`config.mk`:
```
export PLATFORM = sky130hd
export DESIGN_NAME = instruction_cache
export DESIGN_NICKNAME = d
export VERILOG_FILES = /design/src/rtl/icache_pkg.sv /design/src/rtl/icache_ctrl.sv /design/src/rtl/instruction_cache.sv
export SDC_FILE = /design/constraint.sdc
export NUM_CORES = 1
export LEC_CHECK = 0
export CORE_MARGIN = 5
export CORE_UTILIZATION = 45
export DETAILED_ROUTE_END_ITERATION = 16
export GPL_TIMING_DRIVEN = 1
export HOLD_SLACK_MARGIN = 0.06
export PLACE_DENSITY = 0.63
export SYNTH_ARGS = -nofsm -noshare
export SYNTH_HDL_FRONTEND = slang
export SYNTH_SLANG_ARGS = --single-unit
```
`constraint.sdc`:
```
create_clock -name clk -period 22.9 [get_ports clk]
set_input_delay 6.87 -clock clk [delete_from_list [all_inputs] [get_ports clk]]
set_output_delay 6.87 -clock clk [all_outputs]
set_load 0.03 [all_outputs]
```
`src/rtl/icache_pkg.sv`:
```
// icache_pkg: shared state encoding and address/block geometry for the instruction cache
package icache_pkg;
  typedef enum logic [1:0] {IDLE, MEM_READ, UPDATE} state_t;
  localparam int ADDR_W = 32;
  localparam int WORD_W = 32;
  localparam int BLOCK_W = 128;
  localparam int OFFSET_W = 4;
  localparam int BLK_ADDR_W = ADDR_W - OFFSET_W;
endpackage

```
`src/rtl/icache_ctrl.sv`:
```
// icache_ctrl: refill FSM and latched block address for the instruction cache
module icache_ctrl
  import icache_pkg::*;
(
  input  logic                  clk,
  input  logic                  reset,
  input  logic                  pc_read,
  input  logic                  hit,
  input  logic                  mem_busywait,
  input  logic [BLK_ADDR_W-1:0] pc_block,
  output logic                  cache_busywait,
  output logic                  mem_read,
  output logic                  fill,
  output logic [BLK_ADDR_W-1:0] mem_address
);
  state_t state, next;
  logic miss;
  always_ff @(posedge clk) begin
    if (!reset) begin
      state <= IDLE;
      mem_address <= '0;
    end else begin
      state <= next;
      if (miss) mem_address <= pc_block;
    end
  end
  always_comb begin
    miss = state == IDLE && pc_read && !hit;
    mem_read = state == MEM_READ;
    fill = state == UPDATE;
    cache_busywait = miss || state != IDLE;
    next = state == IDLE ? (miss ? MEM_READ : IDLE) :
           state == MEM_READ ? (mem_busywait ? MEM_READ : UPDATE) : IDLE;
  end
endmodule

```
`src/rtl/instruction_cache.sv`:
```
// instruction_cache: direct-mapped read-only cache, 16-byte blocks; ICACHE_PERF_COUNTERS_EN adds hit/miss counters
module instruction_cache
  import icache_pkg::*;
#(
  parameter int INDEX_BITS = 3
) (
  input  logic                  clk,
  input  logic                  reset,
  input  logic                  pc_read,
  input  logic [ADDR_W-1:0]     pc_address,
  output logic [WORD_W-1:0]     instruction,
  output logic                  cache_busywait,
  output logic                  mem_read,
  output logic [BLK_ADDR_W-1:0] mem_address,
  input  logic [BLOCK_W-1:0]    mem_readdata,
  input  logic                  mem_busywait
`ifdef ICACHE_PERF_COUNTERS_EN
  ,
  output logic [31:0]           hit_count,
  output logic [31:0]           miss_count
`endif
);
  localparam int SETS = 1 << INDEX_BITS;
  localparam int TAG_W = ADDR_W - OFFSET_W - INDEX_BITS;
  logic [SETS-1:0] valid;
  logic [TAG_W-1:0] tags [SETS];
  logic [BLOCK_W-1:0] data [SETS];
  logic [INDEX_BITS-1:0] idx, fill_idx;
  logic [TAG_W-1:0] tag, fill_tag;
  logic hit, fill, unused_byte_bits;
  assign idx = pc_address[OFFSET_W +: INDEX_BITS];
  assign tag = pc_address[ADDR_W-1 -: TAG_W];
  assign fill_idx = mem_address[INDEX_BITS-1:0];
  assign fill_tag = mem_address[BLK_ADDR_W-1 -: TAG_W];
  assign hit = pc_read & valid[idx] & (tags[idx] == tag);
  assign instruction = data[idx][{pc_address[3:2], 5'b0} +: WORD_W];
  assign unused_byte_bits = ^pc_address[1:0];
  icache_ctrl u_ctrl (
    .clk(clk),
    .reset(reset),
    .pc_read(pc_read),
    .hit(hit),
    .mem_busywait(mem_busywait),
    .pc_block(pc_address[ADDR_W-1:OFFSET_W]),
    .cache_busywait(cache_busywait),
    .mem_read(mem_read),
    .fill(fill),
    .mem_address(mem_address)
  );
  always_ff @(posedge clk) begin
    if (!reset) valid <= '0;
    else if (fill) valid[fill_idx] <= 1'b1;
  end
  always_ff @(posedge clk) begin
    if (fill && reset) begin
      tags[fill_idx] <= fill_tag;
      data[fill_idx] <= mem_readdata;
    end
  end
`ifdef ICACHE_PERF_COUNTERS_EN
  // a hit only stalls nothing in IDLE; a miss start is the only busy cycle with neither mem_read nor fill
  always_ff @(posedge clk) begin
    if (!reset) begin
      hit_count <= '0;
      miss_count <= '0;
    end else begin
      if (hit && !cache_busywait) hit_count <= hit_count + 32'd1;
      if (cache_busywait && !mem_read && !fill) miss_count <= miss_count + 32'd1;
    end
  end
`endif
endmodule

```
==> results of run 1 <==
==> how the worst min path moves through the flow <==
stage / from / endpoint / slack (ns) / cells after the start
2_1_floorplan: valid[2] / valid[2] / 0.42 / 1
3_3_place_gp: valid[2] / valid[2] / 0.43 / 1
3_5_place_dp: valid[4] / valid[4] / 0.44 / 1
4_1_cts: valid[4] / valid[4] / 0.46 / 1
5_1_grt: valid[2] / valid[2] / 0.48 / 1
6_report: valid[4] / valid[4] / 0.45 / 1
==> sequential cells by signal, summed over array words and instances (netlist names) <==
register	flops
data	1024
tags	200
u_ctrl.mem_address	28
u_ctrl.state	2
valid	8
==> report_power, final <==
group / internal, mW / total [mW] / switching, mW
sequential: 2.54 / 2.55 / 0.00944
clock: 1.22 / 2.06 / 0.845
combinational: 0.125 / 0.263 / 0.138
total: 3.88 / 4.88 / 0.992
==> kinds of logic (layout without fill, tap and decap cells) <==
| family | count (synthesis) | count (layout) | share of synthesized area, % |
|---|---|---|---|
| flops | 1262 | 1262 | 77.94 |
| simple gates | 114 | 114 | 1.027 |
| compound gates | 14 | 14 | 0.2210 |
| other cells | 0 | 12 | 0 |
| buf+inv | 102 | 488 | 1.289 |
| mux | 454 | 454 | 19.07 |
| xor+xnor | 25 | 25 | 0.4549 |
==> cell usage in the layout (no fill, tap or decap), types with 8 or more instances in the layout <==
| master | n |
|---|---|
| bufinv_16 | 10 |
| clkdlybuf4s50_1 | 217 |
| xor2_1 | 16 |
| xnor2_1 | 9 |
| edfxtp_1 | 1224 |
| mux2_2 | 33 |
| clkinv_1 | 15 |
| dfxtp_1 | 38 |
| diode_2 | 12 |
| clkinv_2 | 21 |
| a21o_1 | 8 |
| mux2i_1 | 54 |
| mux4_2 | 367 |
| clkbuf_16 | 136 |
| clkbuf_1 | 31 |
| nand2_1 | 78 |
| buf_4 | 25 |
==> final cells by class <==
class,instances,area (um^2),share of cell area [%]
flip-flops and latches,1262,37520,66.83
multi-input cells,607,10060,17.92
clock buffers,171,3575,6.368
repair buffers,255,2562,4.565
well taps,1403,1755,3.127
clock inverters,61,634.4,1.130
diodes,12,30.03,0.05349
inverters,1,3.754,0.006687
==> per-layer routing <==
layer / global-route usage (%) / vias up
met5: 0 / -
met4: 4.767 / 14
li1: - / 9047
met2: 31.07 / 532
met3: 4.776 / 151
met1: 24.92 / 11506
==> per-stage QoR <==
stage | cell area [um^2] | instances | hold WS [ns] | setup slack (ns)
floorplan | 48130 | 1971 | 0.4211 | 4.388
global placement | 51900 | 3528 | 0.4272 | 4.567
detailed placement | 51900 | 3528 | 0.4441 | 4.499
CTS | 56110 | 3760 | 0.4577 | 4.511
global route | 56110 | 3761 | 0.4761 | 4.392
finish | 56140 | 3772 | 0.4547 | 4.614
==> critical path: cells and delay by family <==
kind,cells,cell delay [ns]
buffers and inverters,4,2.86
muxes,3,1.37
==> flow_summary.ini, run 1 <==
[clock_tree]
clkTransAtPathRegs_ns = 0.06
root_buffer = clkbuf_16
cts.sinks = 1262
htree_num_levels = 4
cts_setup_buffers = 0
insertion_delay_ns = 0.72
numCtsBuffers = 131
cts_buffer_depth = 3
tritoncts = done
ctsHoldBuffers = 0
ctsResizeCount = 0

[floorplan]
die_width_um = 337.1
initial_core_util_pct = 45.15
row_count = 120
die_y_um = 337.1
die_area_um2 = 113600
pin_count = 226
core_um2 = 106600

[critical_path]
r2r_slack_ns = 18.47
cp-startpoint = pc_address[5]
critPathMaxStageDelay_ns = 0.88
reg2reg_to = data[7][43]
cpMaxStageDelayCell = buf_4
worstPathRequired_ns = 16.03
critPathMaxFanout = 84
r2r-start = u_ctrl.state[1]
arrival_ns = 11.42
critical_path_class = in2out
cp-endpoint = instruction[17]
end_kind = output port
reg2reg_depth = 7
cp_cell_sequence = buf_8 -> buf_4 -> buf_4 -> mux4_2 -> mux4_2 -> mux2_2 -> clkdlybuf4s50_1
cp-start-kind = primary input

[cells_and_area]
area_delta_synth_final_pct = 16.63
fin_util_pct = 52.66
drive_gt1_share_pct = 26.94
fillers = 8132
nets = 2422

[placement]
gp_congestion = 0.7268
dp_hpwl_um = 54830
portBuffers = 223

[yosys]
netlist.area_leader.share_pct = 76.36
ys_async_sr_fraction_pct = 0
synth-edff-count = 1224
synth_fp_nets = 2135
ys_types = 34
yosysMostFrequentCell = edfxtp_1
synth_area_per_cell_um2 = 24.42
yosysSeqAreaShare_pct = 77.94
yosys-top-cells-count = 1224 x edfxtp_1, 367 x mux4_2, 78 x nand2_1
synth_ff_type = edfxtp_1
syn_inst = 1971
yosys.area.top_type = edfxtp_1
synth_area_um2 = 48130
synthTopCellsByArea = edfxtp_1 76%, mux4_2 17%, dfxtp_1 1.6%
synth-seq-cells = 1262
yosys_warnings = 0

[route]
drt_first_pass_iters = 5
drcViolationCount = 0
drt_iter0_markers = 1678
ant_nets = 0
num_vias = 21250
met3_length_um = 6546
maxUsedRoutingLayer = met5
wl_met1_um = 43140
wl_per_cell_um = 27.62
avgViaCountPerCell = 5.634
wl_met2_um = 52580
routed_wirelength_um = 104200

[sta]
fmax_mhz = 54.69
rsz0062_at_grt = no
maxSlewViolCount = 0
tns_ns = 0
post-route-period-util_pct = 79.85
tightest_slew_ns = 1.059
skew_ns = 0.02386
hold_viol_final = 0
setup-violations-final = 0
fin_crit_ns = 18.29
relSlewSlack_pct = 29.43

[pwr]
p_per_area_nw_per_um2 = 86.87
p_total_mw = 4.876
p_leak_nw = 17.71
ir_drop_mv = 0.06305

[global_route]
grt_antenna_before_repair = 20
grt_pass1_wl_um = 154500
grt_pass1_vias = 23047
grt_max_degree = 114
grt.total_usage_pct = 18.66
gr-total-overflow = 0

[min_path]
hp-class = reg2reg

[flow_run]
cap_viol_max_count = 0

[run_status]
status = finished, final reports clean
(Power assumes the default switching activity.)
==> inputs of run 2 (changes only) <==
==> constraint.sdc (replaced) <==
create_clock -name clk -period 18.4 [get_ports clk]
set_input_delay 5.52 -clock clk [delete_from_list [all_inputs] [get_ports clk]]
set_output_delay 5.52 -clock clk [all_outputs]
set_load 0.03 [all_outputs]
==> flow_summary.ini, run 2 (synthesized netlist as in run 1, its figures left out) <==
[run_status]
status = finished with violations
violations = max-slew violations

[floorplan]
die_y_um = 337.1
core_um2 = 106600
pin_count = 226
initial_core_util_pct = 45.15
die_width_um = 337.1
row_count = 120
die_area_um2 = 113600

[flow_run]
cap_viol_max_count = 0

[placement]
dp_cells = 3526
placed_area_um2 = 51910
gp_congestion = 0.7142
portBuffers = 223
dp_hpwl_um = 53460
place_worst_setup_slack_ns = 3.435

[global_route]
grt_antenna_before_repair = 16
grt_pass1_wl_um = 152500
grt.total_usage_pct = 18.43
grt_max_degree = 165
gr-total-overflow = 0
grt_pass1_vias = 22952

[sta]
setup_slack_ns = 3.500
setup-violations-final = 0
skew_ns = 0.02886
post-route-period-util_pct = 80.98
hold_slack_ns = 0.4456
hold_viol_final = 0
tightest_slew_ns = 1.510
fin_crit_ns = 14.90
fmax_mhz = 67.11
tns_ns = 0
rsz0062_at_grt = no
maxSlewViolCount = 20
relSlewSlack_pct = -0.6525

[pwr]
p_leak_nw = 17.73
p_total_mw = 6.094
ir_drop_mv = 0.07675
p_per_area_nw_per_um2 = 108.4

[clock_tree]
htree_num_levels = 4
tritoncts = done
insertion_delay_ns = 0.73
ctsHoldBuffers = 0
ctsResizeCount = 0
root_buffer = clkbuf_16
cts.sinks = 1262
clkTransAtPathRegs_ns = 0.05
cts_buffer_depth = 3
cts_setup_buffers = 0
numCtsBuffers = 135

[cells_and_area]
area_delta_synth_final_pct = 16.78
top_regs = data: 1024 flops, tags: 200 flops, u_ctrl.mem_address: 28 flops
finalInstanceArea_um2 = 56210
drive_gt1_share_pct = 26.69
layout_commonest_cell = edfxtp_1
nets = 2424
layout.cells.non_filler = 3775
largest_reg_flops = 1024
regMostFlops = data
fin_util_pct = 52.73
mostFrequentLayoutCells = 1224 x edfxtp_1, 367 x mux4_2, 217 x clkdlybuf4s50_1

[route]
drcViolationCount = 0
num_vias = 21044
wl_per_cell_um = 27.39
drt_iter0_markers = 1560
routed_wirelength_um = 103400
drt_first_pass_iters = 5
avgViaCountPerCell = 5.575
ant_nets = 0

[min_path]
worst_hold_path.num_cells = 1
holdCritStartpoint = valid[2]
hp-class = reg2reg
holdPathEnd = valid[2]

[critical_path]
r2r_slack_ns = 14.48
reg2reg_to = data[1][48]
critical_path_class = in2out
critPathMaxFanout = 83
r2r-start = u_ctrl.state[1]
worstPathRequired_ns = 12.88
cp-start-kind = primary input
end_kind = output port
arrival_ns = 9.38
reg2reg_depth = 7
[run 2: changes by cell type in the layout (fill, tap and decap cells not counted), sizes merged]
cell	delta
bufinv	-2
clkinvlp	-1
inv	+1
clkinv	+8
diode	-4
clkbuf	+3
buf	-2
[run 2: cell type report]
cell class	count	area (um^2)
Timing Repair Buffer	253	2572
Antenna cell	8	20.02
Clock buffer	174	3626
Inverter	1	3.754
Clock inverter	67	658.1
Tap cell	1403	1755
Multi-Input combinational cell	607	10060
Fill cell	8084	50390
Sequential cell	1262	37520
[run 2: worst max-delay path by stage]
| stage | startpoint | to | slack (ns) | cells past startpoint |
|---|---|---|---|---|
| 2_1_floorplan | reset | data[0][0] | 1.24 | 3 |
| 3_3_place_gp | pc_address[5] | cache_busywait | 3.48 | 10 |
| 5_1_grt | pc_address[5] | cache_busywait | 3.27 | 10 |
| 3_5_place_dp | pc_address[5] | cache_busywait | 3.43 | 10 |
| 6_report | pc_address[5] | cache_busywait | 3.50 | 10 |
| 4_1_cts | pc_address[5] | cache_busywait | 3.44 | 10 |
[run 2: layer usage]
metal	wire length, um	GRT usage (%)	vias up
li1	-	-	9051
met1	42450	24.26	11328
met2	52960	31.31	520
met3	6252	4.719	133
met4	1678	4.205	12
met5	79	0	-
[run 2: report_power, final]
group          switching, mW  leakage (nW)  internal, mW  total (mW)
registers             0.0118          11.4          3.16        3.18
logic                  0.171          4.22         0.157       0.328
clock network           1.08          2.08          1.51        2.59
total                   1.26          17.7          4.83        6.09
[run 2: worst max-delay path: stages]
cell             delay (ns)
buf_8                  0.51
buf_4                  0.89
mux4_2                 0.60
mux2i_1                0.17
xor2_1                 0.17
nand4_1                0.11
nor2_1                 0.25
a21oi_4                0.09
nand2b_1               0.18
clkdlybuf4s50_1        0.60
==> inputs of run 3 (changes only) <==
--- a/config.mk
+++ b/config.mk
@@ -10,7 +10,7 @@
 export DETAILED_ROUTE_END_ITERATION = 16
 export GPL_TIMING_DRIVEN = 1
 export HOLD_SLACK_MARGIN = 0.06
-export PLACE_DENSITY = 0.63
+export PLACE_DENSITY = 0.66
 export SYNTH_ARGS = -nofsm -noshare
 export SYNTH_HDL_FRONTEND = slang
 export SYNTH_SLANG_ARGS = --single-unit
==> constraint.sdc (replaced) <==
create_clock -name clk -period 13.7 [get_ports clk]
set_input_delay 4.11 -clock clk [delete_from_list [all_inputs] [get_ports clk]]
set_output_delay 4.11 -clock clk [all_outputs]
set_load 0.03 [all_outputs]
==> flow_summary.ini, run 3 (synthesized netlist as in run 1, its figures left out) <==
[run_status]
status = finished, final reports clean

[critical_path]
r2r-start = u_ctrl.state[1]
critPathMaxStageDelay_ns = 0.72
cp.buffers_inverters = 3
r2r_slack_ns = 10.01
cpMaxStageDelayCell = buf_4
cp-start-kind = primary input
critical_path.top_delay_family = buffers and inverters
cp_cell_sequence = buf_8 -> buf_4 -> mux4_2 -> mux4_2 -> mux2_2 -> clkdlybuf4s50_1
critPathMaxFanout = 71
worstPathRequired_ns = 9.59
critical_path_class = in2out
crit_top_cell = mux4_2
end_kind = output port
arrival_ns = 7.61
cp-startpoint = pc_address[4]

[sta]
relSlewSlack_pct = 32.02
skew_ns = 0.02688
fin_crit_ns = 11.72
setup-violations-final = 0
rsz0062_at_grt = no
tns_ns = 0
maxSlewViolCount = 0
tightest_slew_ns = 1.020
fmax_mhz = 85.33
post-route-period-util_pct = 85.55
hold_viol_final = 0

[cells_and_area]
layout.cells.non_filler = 3778
largest_reg_flops = 1024
layout_commonest_cell = edfxtp_1
top_regs = data: 1024 flops, tags: 200 flops, u_ctrl.mem_address: 28 flops
drive_gt1_share_pct = 26.82
fillers = 8108
nets = 2424
mostFrequentLayoutCells = 1224 x edfxtp_1, 367 x mux4_2, 217 x clkdlybuf4s50_1
regMostFlops = data
finalInstanceArea_um2 = 56340
area_delta_synth_final_pct = 17.05
fin_util_pct = 52.85

[clock_tree]
ctsResizeCount = 0
htree_num_levels = 4
cts_setup_buffers = 0
cts_buffer_depth = 3
root_buffer = clkbuf_16
insertion_delay_ns = 0.73
numCtsBuffers = 133
ctsHoldBuffers = 0
tritoncts = done
cts.sinks = 1262
clkTransAtPathRegs_ns = 0.05

[global_route]
grt_pass1_wl_um = 152700
gr-total-overflow = 0
grt_pass1_vias = 23016
grt.total_usage_pct = 18.47
grt_antenna_before_repair = 20
grt_max_degree = 123

[floorplan]
die_width_um = 337.1
pin_count = 226
die_y_um = 337.1
row_count = 120
die_area_um2 = 113600
core_um2 = 106600
initial_core_util_pct = 45.15

[pwr]
swShare_pct = 20.33
p_sw_mw = 1.677
power_frac_seq_pct = 51.7
p_per_area_nw_per_um2 = 146.4
p_leak_nw = 17.78
ir_drop_mv = 0.1045
clock_power_share_pct = 43.0
comb_power_share_pct = 5.3
internal_power_mw = 6.571

[route]
ant_nets = 0
avgViaCountPerCell = 5.607
drcViolationCount = 0
routed_wirelength_um = 103600
wl_per_cell_um = 27.41
drt_iter0_markers = 1559
num_vias = 21184
drt_first_pass_iters = 5

[placement]
placed_area_um2 = 51960
dp_cells = 3528
portBuffers = 223
dp_hpwl_um = 54300
gp_congestion = 0.7131

[min_path]
hp-class = reg2reg
holdCritStartpoint = valid[5]

[flow_run]
cap_viol_max_count = 0
[run 3: power groups by stage]
stage	clock network, mW	logic [mW]	registers (mW)
2_1_floorplan	0	0.248	4.35
3_3_place_gp	0	0.442	4.34
3_5_place_dp	0	0.451	4.35
4_1_cts	3.63	0.453	4.26
5_1_grt	3.79	0.472	4.26
6_report	3.54	0.441	4.26
[run 3: area by class of cell]
type,count,area (um^2),share of cell area [%]
inverter,1,3.754,0.006663
timing repair buffer,255,2613,4.637
antenna,11,27.53,0.04886
clock inverter,72,706.9,1.255
sequential,1262,37520,66.59
clock buffer,167,3645,6.469
tap,1403,1755,3.116
multi-input combinational,607,10070,17.88
[run 3: final timing paths]
check	endpoint	cells after the start
setup / recovery	instruction[11]	6
hold / removal	valid[5]	1
setup reg to reg	data[4][107]	5
hold reg to reg	valid[5]	1
[run 3: per-stage QoR]
step                setup slack, ns  power (mW)  hold WS, ns
finish                        1.980       8.248       0.4531
global route                  1.726       8.529       0.4669
CTS                           1.867       8.347       0.4561
detailed placement            1.865       4.797       0.4446
global placement              1.899       4.784       0.4275
floorplan                     2.079       4.603       0.4211
[run 3: worst reg2reg max path, stage by stage, from the launching register on]
cell	delay [ns]
dfxtp_1	0.35
nand2_1	0.07
or3_1	0.50
nor2_4	0.75
buf_4	0.66
buf_4	0.89
[run 3: per-layer routing]
layer	share of wire [%]	vias up	GRT usage [%]	wire length, um
li1	-	9057	-	-
met1	40	11411	23.80	41580
met2	51	539	30.98	52500
met3	6.4	163	4.759	6634
met4	2.7	14	6.080	2760
met5	0.086	-	0	89
